## config.mk

```make
export PLATFORM = sky130hd
export DESIGN_NAME = pipe_hazard_ctrl
export DESIGN_NICKNAME = d
export VERILOG_FILES = /design/src/rtl/pipe_hazard_ctrl_pkg.sv /design/src/rtl/pipe_hazard_ctrl_loaduse.sv /design/src/rtl/pipe_hazard_ctrl.sv
export SDC_FILE = /design/constraint.sdc
export NUM_CORES = 1
export LEC_CHECK = 0
export CAP_MARGIN = 10
export CELL_PAD_IN_SITES_DETAIL_PLACEMENT = 0
export CELL_PAD_IN_SITES_GLOBAL_PLACEMENT = 1
export CORE_MARGIN = 2
export CORE_UTILIZATION = 39
export DETAILED_ROUTE_END_ITERATION = 12
export PLACE_DENSITY = 0.84
export SKIP_LAST_GASP = 1
export SLEW_MARGIN = 20
export SYNTH_ARGS = -nofsm -noshare
export SYNTH_HDL_FRONTEND = slang
export SYNTH_SLANG_ARGS = --single-unit
```

## constraint.sdc

```tcl
create_clock -name clk -period 3.2 [get_ports clk]
set_input_delay 0.64 -clock clk [delete_from_list [all_inputs] [get_ports clk]]
set_output_delay 0.64 -clock clk [all_outputs]
set_load 0.01 [all_outputs]
```

## src/rtl/pipe_hazard_ctrl_pkg.sv

```systemverilog
// Shared pipeline constants for the hazard controller and its helpers.
// Latency: n/a (constants and types only).
// Backpressure: n/a.
package pipe_hazard_ctrl_pkg;

  // Architectural register address width (32 GPRs).
  localparam int PIPE_REG_AW = 5;

  // x0 is hard-wired to zero, so a load targeting it never creates a hazard.
  localparam int X0_IDX = 0;

  // Value loaded into IF/ID when it is cleared (a bubble).
  localparam logic [31:0] NOP_INSTR = 32'h0000_0000;

  // Controller state encoding, kept as plain constants for legacy tools.
  typedef logic [0:0] state_t;
  localparam state_t ST_RUN      = 1'b0;
  localparam state_t ST_MDU_WAIT = 1'b1;

endpackage

```

## src/rtl/pipe_hazard_ctrl_loaduse.sv

```systemverilog
// Load-use comparator: flags an ID instruction that reads the register a load in EX writes.
// Latency: purely combinational, zero cycles.
// Backpressure: none; the result feeds the stall logic in pipe_hazard_ctrl.
// Ports:
//   rs1_D/rs2_D, use_rs1_D/use_rs2_D : source operands of the ID instruction
//   rd_E, mem_read_E                 : destination and load flag of the EX instruction
//   load_use                         : 1 when ID must wait one cycle for the load data
module hazard_loaduse_cmp
  import pipe_hazard_ctrl_pkg::*;
#(
  parameter int REG_AW = PIPE_REG_AW
) (
  input  logic [REG_AW-1:0] rs1_D,
  input  logic [REG_AW-1:0] rs2_D,
  input  logic              use_rs1_D,
  input  logic              use_rs2_D,
  input  logic [REG_AW-1:0] rd_E,
  input  logic              mem_read_E,
  output logic              load_use
);

  logic rd_live;
  logic hit_rs1;
  logic hit_rs2;

  // Writes to x0 are discarded, so they can never feed a dependent instruction.
  assign rd_live = (rd_E != REG_AW'(X0_IDX));

  // Only operands the instruction actually reads count; an unused field may
  // hold garbage that happens to match rd_E.
  assign hit_rs1 = use_rs1_D && (rs1_D == rd_E);
  assign hit_rs2 = use_rs2_D && (rs2_D == rd_E);

  assign load_use = mem_read_E && rd_live && (hit_rs1 || hit_rs2);

endmodule

```

## src/rtl/pipe_hazard_ctrl.sv

```systemverilog
// Stall/flush sequencer for the 5-stage pipeline (PC, IF/ID, ID/EX, EX/MEM controls).
// Latency: controls are combinational from state and inputs; state moves on posedge clk.
// Backpressure: holds the front end on load-use, imem wait and MDU busy; flushes on redirect.
// Ports:
//   rs1_D, rs2_D, use_rs1_D, use_rs2_D : ID operand info for load-use detection
//   rd_E, mem_read_E                   : EX load destination
//   redirect_E                         : taken branch/jump resolved in EX
//   mdu_start_E, mdu_done              : multi-cycle MUL/DIV start and completion pulse
//   imem_ready                         : fetch data valid for the current PC
//   stall_F/D/E, flush_D/E/M           : pipeline register enables/clears
//   stall_cnt                          : saturating count of cycles with stall_F=1
module pipe_hazard_ctrl
  import pipe_hazard_ctrl_pkg::*;
#(
  parameter int CNT_W  = 32,
  parameter int REG_AW = PIPE_REG_AW
) (
  input  logic              clk,
  input  logic              rst_n,
  input  logic [REG_AW-1:0] rs1_D,
  input  logic [REG_AW-1:0] rs2_D,
  input  logic              use_rs1_D,
  input  logic              use_rs2_D,
  input  logic [REG_AW-1:0] rd_E,
  input  logic              mem_read_E,
  input  logic              redirect_E,
  input  logic              mdu_start_E,
  input  logic              mdu_done,
  input  logic              imem_ready,
  output logic              stall_F,
  output logic              stall_D,
  output logic              flush_D,
  output logic              stall_E,
  output logic              flush_E,
  output logic              flush_M,
  output logic [CNT_W-1:0]  stall_cnt
);

  state_t           state_q;
  state_t           state_d;
  logic             kill_q;
  logic             kill_d;
  logic [CNT_W-1:0] cnt_q;

  logic load_use;

  // Ungated control terms; the port versions are forced low during reset.
  logic sf_c;
  logic sd_c;
  logic fd_c;
  logic se_c;
  logic fe_c;
  logic fm_c;

  hazard_loaduse_cmp #(
    .REG_AW (REG_AW)
  ) u_loaduse (
    .rs1_D      (rs1_D),
    .rs2_D      (rs2_D),
    .use_rs1_D  (use_rs1_D),
    .use_rs2_D  (use_rs2_D),
    .rd_E       (rd_E),
    .mem_read_E (mem_read_E),
    .load_use   (load_use)
  );

  always_comb begin
    sf_c    = 1'b0;
    sd_c    = 1'b0;
    fd_c    = 1'b0;
    se_c    = 1'b0;
    fe_c    = 1'b0;
    fm_c    = 1'b0;
    state_d = state_q;
    kill_d  = kill_q;

    if (state_q == ST_RUN) begin
      if (redirect_E) begin
        // Both younger instructions are wrong-path; the PC takes the target.
        fd_c = 1'b1;
        fe_c = 1'b1;
        // A fetch still in flight will return a wrong-path word later; remember
        // to drop it. If the fetch completes now, the flush above discards it.
        kill_d = !imem_ready;
      end else if (load_use) begin
        // Hold ID for one cycle and bubble EX. IF/ID must not be flushed here
        // even if fetch is waiting, since a flush would destroy the held instruction.
        sf_c = 1'b1;
        sd_c = 1'b1;
        fe_c = 1'b1;
      end else if (mdu_start_E && !mdu_done) begin
        // Freeze everything up to EX and keep MEM fed with bubbles.
        sf_c    = 1'b1;
        sd_c    = 1'b1;
        se_c    = 1'b1;
        fm_c    = 1'b1;
        state_d = ST_MDU_WAIT;
      end else if (!imem_ready) begin
        // No fetch word yet: hold PC and let a bubble into ID.
        sf_c = 1'b1;
        fd_c = 1'b1;
      end else if (kill_q) begin
        // This response belongs to the abandoned path: drop it and refetch
        // at the (already redirected) PC.
        sf_c   = 1'b1;
        fd_c   = 1'b1;
        kill_d = 1'b0;
      end
    end else begin
      // MDU owns EX: redirects, loads and fetch status are not acted on here.
      // kill_q is left untouched so a pending drop survives the wait.
      if (mdu_done) begin
        state_d = ST_RUN;
      end else begin
        sf_c = 1'b1;
        sd_c = 1'b1;
        se_c = 1'b1;
        fm_c = 1'b1;
      end
    end
  end

  assign stall_F   = rst_n & sf_c;
  assign stall_D   = rst_n & sd_c;
  assign flush_D   = rst_n & fd_c;
  assign stall_E   = rst_n & se_c;
  assign flush_E   = rst_n & fe_c;
  assign flush_M   = rst_n & fm_c;
  assign stall_cnt = cnt_q;

  always_ff @(posedge clk or negedge rst_n) begin
    if (!rst_n) begin
      state_q <= ST_RUN;
      kill_q  <= 1'b0;
      cnt_q   <= '0;
    end else begin
      state_q <= state_d;
      kill_q  <= kill_d;
      // Saturate rather than wrap so long runs still read as "a lot".
      if (sf_c && !(&cnt_q)) begin
        cnt_q <= cnt_q + CNT_W'(1);
      end
    end
  end

endmodule

```

Yosys cells after proc, flatten, opt, wreduce, memory -nomap -nowiden
Index checks and enable logic that the tools add are counted.
{"block": "totals", "reg_bits": 34, "latch_bits": 0, "ram_bits": 0, "mem_bits_ro": 0, "wordCells": 53, "n_memories": 0}
{"block": "op_classes", "addsub": 1, "multipliers": 0, "div_mod_pow": 0, "order_cmp": 0, "eq_ne": 4, "shift": 0, "mux": 25, "n_bitwise": 6, "reduce_logical": 14}
{"operator": "$add 32x1->32 const B", "n": 1}
{"operator": "$reduce_and 32->1", "n": 1}
{"operator": "$mux 1", "n": 25}
{"operator": "$eq 5x5->1", "n": 2}
{"operator": "$logic_and 1x1->1", "n": 6}
{"operator": "$and 1x1->1", "n": 5}
{"operator": "$reduce_bool 5->1", "n": 1}
{"operator": "$ne 2x2->1 const B", "n": 2}
{"operator": "$reduce_and 4->1", "n": 1}
{"operator": "$logic_not 1->1", "n": 3}
{"operator": "$reduce_bool 2->1", "n": 1}
{"operator": "$logic_or 1x1->1", "n": 1}
{"operator": "$not 1->1", "n": 1}

Longest topological paths before layout
Gate-level depths: netlist of run 1.
{"block": "depth", "depth_word": 8, "ltp_mapped": 8}

Hierarchy
From an unflattened synthesis of run 1, not the netlist that was laid out.
{"block": "hier_totals", "cells_unflattened": 193, "area_unflattened_um2": 1936.9}
{"module": "pipe_hazard_ctrl", "n_inst": 1, "cells_per_inst": 176, "area_each_um2": 1803.0, "seq_area_each_um2": 850.8}
{"module": "hazard_loaduse_cmp", "n_inst": 1, "cells_per_inst": 17, "area_each_um2": 133.9, "seq_area_each_um2": 0.0}

Worst setup path after synthesis of run 1
Ideal clock, no wire load.
{"block": "synth_timing", "kind": "input port to output port", "from": "input port rd_E[0]", "to": "output port stall_E", "t_arrival_ns": 2.130, "t_required_ns": 2.560, "path_slack_ns": 0.430, "cell_stages": 7, "n_path_buf": 1, "cell_sequence": "or4_1 > o21ai_2 > inv_1 > nand2_1 > a31oi_1 > nor3b_1 > buf_4"}
{"block": "synth_between", "elab_chain_len": 8, "word_cells_on_any_way": 12, "classes_between": "eq/ne (2); mux (3); bitwise (1); reduce/logical (6)"}
{"element": "start: declaration", "line_no": "pipe_hazard_ctrl.sv:24", "text": "input logic [REG_AW-1:0] rd_E,"}
{"element": "$eq 5x5->1 (on tied branches)", "line_no": "pipe_hazard_ctrl_loaduse.sv:31, pipe_hazard_ctrl_loaduse.sv:32"}
{"element": "$logic_and 1x1->1 (on tied branches)", "line_no": "pipe_hazard_ctrl_loaduse.sv:31, pipe_hazard_ctrl_loaduse.sv:32"}
{"element": "$logic_or 1x1->1", "line_no": "pipe_hazard_ctrl_loaduse.sv:34", "text": "assign load_use = mem_read_E && rd_live && (hit_rs1 || hit_rs2);"}
{"element": "$logic_and 1x1->1 (*)", "line_no": "pipe_hazard_ctrl_loaduse.sv:34"}
{"element": "$mux 1 (*) (3 in series)"}
{"element": "$and 1x1->1 (*)"}
{"element": "end: declaration", "line_no": "pipe_hazard_ctrl.sv:33", "text": "output logic stall_E,"}
Mark *: on every way between the ends. The rest lies on a longest branch, timed or not.

Final worst setup path of run 1
{"block": "layout_timing", "from": "input port rd_E[0]", "to": "output port stall_D"}
{"block": "layout_between", "elab_chain_len": 8, "word_cells_on_any_way": 12, "classes_between": "eq/ne (2); mux (3); bitwise (1); reduce/logical (6)"}
{"element": "$eq 5x5->1 (on tied branches)", "line_no": "pipe_hazard_ctrl_loaduse.sv:31, pipe_hazard_ctrl_loaduse.sv:32"}
{"element": "$logic_and 1x1->1 (on tied branches)", "line_no": "pipe_hazard_ctrl_loaduse.sv:31, pipe_hazard_ctrl_loaduse.sv:32"}
{"element": "$logic_or 1x1->1", "line_no": "pipe_hazard_ctrl_loaduse.sv:34"}
{"element": "$logic_and 1x1->1 (*)", "line_no": "pipe_hazard_ctrl_loaduse.sv:34"}
{"element": "$mux 1 (*)", "line_no": "pipe_hazard_ctrl.sv:85", "text": "end else if (load_use) begin"}
{"element": "$mux 1 (*)", "line_no": "pipe_hazard_ctrl.sv:78", "text": "if (redirect_E) begin"}
{"element": "$mux 1 (*)", "line_no": "pipe_hazard_ctrl.sv:77", "text": "if (state_q == ST_RUN) begin"}
{"element": "$and 1x1->1 (*)", "line_no": "pipe_hazard_ctrl.sv:124", "text": "assign stall_D = rst_n & sd_c;"}
{"element": "end: declaration", "line_no": "pipe_hazard_ctrl.sv:31", "text": "output logic stall_D,"}
Marks and branches as above.

==> metrics, run 1 <==
largest net degree at the start of global routing 22; H-tree depth 2; synth unique cells 40; Ys Warns 0; CTS tree done; GPL Wtd Cong 0.821; Slowest Stage Delay on Critical Path 0.55 ns; Site Rows 26; largest cells by area after synthesis dfrtp_1 (42%), xnor2_1 (14%), nand4_2 (6.1%); Seq/Total Area, Yosys 0.418; status completed; final clock skew 0.00760 ns; total number of vias 1643; CP endpoint stall_D; Hold Startpoint stall_cnt[12]; worst setup margin 0.0564 ns; IO buf count 61; RSZ-0062 raised after global routing true; Design Area, Final 2920 um^2; WHS Path Cells 1; Worst-path clk slew 0.07 ns; pre-CTS setup slack -0.299 ns; Required @ worst endpoint 2.56 ns; register bit total from synthesis 34; initial antenna violation count 0; IR drop worst, VDD 400 uV; post-route ant nets 0; first-pass GRT wire length 7.89 mm; Final min period 3.14 ns; P_leak 1.24 nW; Fmax achieved 318 MHz; Slew HR 0.656; max_cap viols 0; pwr dens 410 nW/um^2; Final setup violation count 0; Sink Count 34; CP max FO 3; clk root buf clkbuf_8; FF+latch area 851 um^2; Max clock buf depth 2; final wirelength 4.56 mm; I/O pin total 62; syn avg cell area 10.9 um^2; Worst Setup End Kind output pin; Die Y 76.3 um; reg-to-reg endpoint stall_cnt[25]; Synthesized Nets 212; Residual DRC 0; total track usage 0.164; top cell type's share of synthesized area 0.418; R2R Path Start stall_cnt[0]; kind of critical path in2out; layout cells sized above 1 0.228; final hold slack 0.491 ns; synthesized area 2040 um^2; Fin. Hold Viols 0; Final nets 292; HPWL after DPL 3.30 mm; Post-synth ARST share 1.00; starting density of the core 0.401; worst-margin pin slew 0.516 ns; dominant cell type by area after synthesis dfrtp_1; Iteration-0 DRC Markers 38; HP Class reg2reg; vias in the first global route 1718; total gr overflow 0; Final Cycle Share 0.982; fin. max-slew vios 0; Worst Reg-to-Reg Cells 7; Tot Pwr 1.20 mW; synth cell count leaders dfrtp_1 (34), xnor2_1 (32), nand2_1 (14), nand3_1 (12), nand4_2 (10); Via density 4.86; Critical Path Start rd_E[0]; count leader, synth dfrtp_1; Synth-to-Final Area Change 43.6%; Critical Path, Cell by Cell clkdlybuf4s50_1 -> or4_1 -> o21ai_2 -> inv_1 -> a21boi_2 -> o21ai_0 -> and2_1 -> dlygate4sd2_1; CTS Buf Count 5; Multi-input gate area 1140 um^2; Synth Instances 187; Util after Layout 0.576; DR pass1 iterations 2; Crit path arrival time 2.50 ns; drt wl/cell 13.5 um; fillers 469; die area 5820 um^2; Skew-Pair Late Insertion Delay 0.28 ns; width of the die 76.3 um; Startpoint Class primary input; Area after DPL 2810 um^2; number of flops mapped to enable cells by yosys 0; flop2flop setup slack 0.86 ns; Critical-path top delay cell or4_1; # diodes 0; total core area 5070 um^2; Synth Flop Type dfrtp_1
==> what timing repair did <==
item,4_1_cts,5_1_grt
endpoints found under the hold margin,0,0
gates resized for setup,6,8
pin swaps,1,3
setup buffers,1,0
endpoints found under the setup margin,6,5
hold buffers,0,0
==> worst max-delay path, delay by kind of cell <==
kind                   cells  cell delay, ns
AND/OR/NAND/NOR            2            0.71
AO/OA/AOI/OAI              3            0.39
buffers and inverters      3            0.76
==> final cells by class <==
cell class / instances / area share
Timing Repair Buffer: 78 / 0.247
Sequential cell: 34 / 0.291
Inverter: 3 / 0.00385
Clock inverter: 2 / 0.0128
Clock buffer: 6 / 0.0248
Tap cell: 70 / 0.0300
Multi-Input combinational cell: 145 / 0.390
==> layout by cell type, fill, tap and decap left out, types with 8 or more instances in the layout <==
cell / synthesis / final
xnor2_1: 32 / 32
nor2_2: 9 / 9
nand2_1: 14 / 14
xor2_1: 9 / 9
buf_4: 2 / 17
nand3_1: 12 / 12
nand4_2: 10 / 10
dfrtp_1: 34 / 34
clkdlybuf4s50_1: 0 / 55
and3_1: 8 / 8
==> state kept, by name, indices dropped and copies added (netlist names) <==
register and count:
state_q 1, stall_cnt 32, kill_q 1
==> report_power, final <==
part           leakage (nW)  total, mW  switching (mW)  internal [mW]
logic                 0.722      0.287           0.120          0.167
registers             0.463      0.519          0.0520          0.467
clock network        0.0514      0.394           0.161          0.232
==> how the worst min path moves through the flow <==
stage	end	slack, ns
after floorplan	kill_q	0.34
after global placement	stall_cnt[12]	0.48
after detailed placement	stall_cnt[23]	0.49
after CTS	stall_cnt[27]	0.50
after global routing	stall_cnt[12]	0.51
final	stall_cnt[12]	0.49
==> through the flow <==
stage	cells	TNS, ns
2_1_floorplan	187	0
3_3_place_gp	329	-1.16
3_5_place_dp	329	-1.31
4_1_cts	338	-0.258
5_1_grt	338	-0.0422
6_report	338	0
==> logic make-up (layout without fill, tap and decap cells) <==
group                      Yosys count  after routing  share of synthesized area
muxes                                1              1                    0.00553
xor gates and xnor gates            41             41                      0.176
buffers and inverters                8             89                     0.0264
AOI/OAI and AO/OA                   13             13                     0.0706
adders and majority gates            1              1                    0.00614
and+or+nand+nor                     89             89                      0.297
DFF                                 34             34                      0.418
==> layer usage <==
metal	up-vias	part of all wire	GRT usage
met5	-	0	0
met4	0	0.0037	0.0400
met3	2	0.050	0.0486
met2	44	0.46	0.258
met1	788	0.49	0.223
li1	809	-	-
No activity file was read; power rests on OpenSTA's default activity.
==> inputs of run 2 (changes only) <==
--- a/config.mk
+++ b/config.mk
@@ -13,7 +13,7 @@
 export DETAILED_ROUTE_END_ITERATION = 12
 export PLACE_DENSITY = 0.84
 export SKIP_LAST_GASP = 1
-export SLEW_MARGIN = 20
+export SLEW_MARGIN = 5
 export SYNTH_ARGS = -nofsm -noshare
 export SYNTH_HDL_FRONTEND = slang
 export SYNTH_SLANG_ARGS = --single-unit
==> results of run 2 <==
No change in the layout: final DEF, timing and power equal those of run 1.
==> inputs of run 3 (changes only) <==
--- a/config.mk
+++ b/config.mk
@@ -10,6 +10,7 @@
 export CELL_PAD_IN_SITES_GLOBAL_PLACEMENT = 1
 export CORE_MARGIN = 2
 export CORE_UTILIZATION = 39
+export CTS_CLUSTER_DIAMETER = 40
 export DETAILED_ROUTE_END_ITERATION = 12
 export PLACE_DENSITY = 0.84
 export SKIP_LAST_GASP = 1
==> results of run 3 <==
No change in the layout: final DEF, timing and power equal those of run 1.
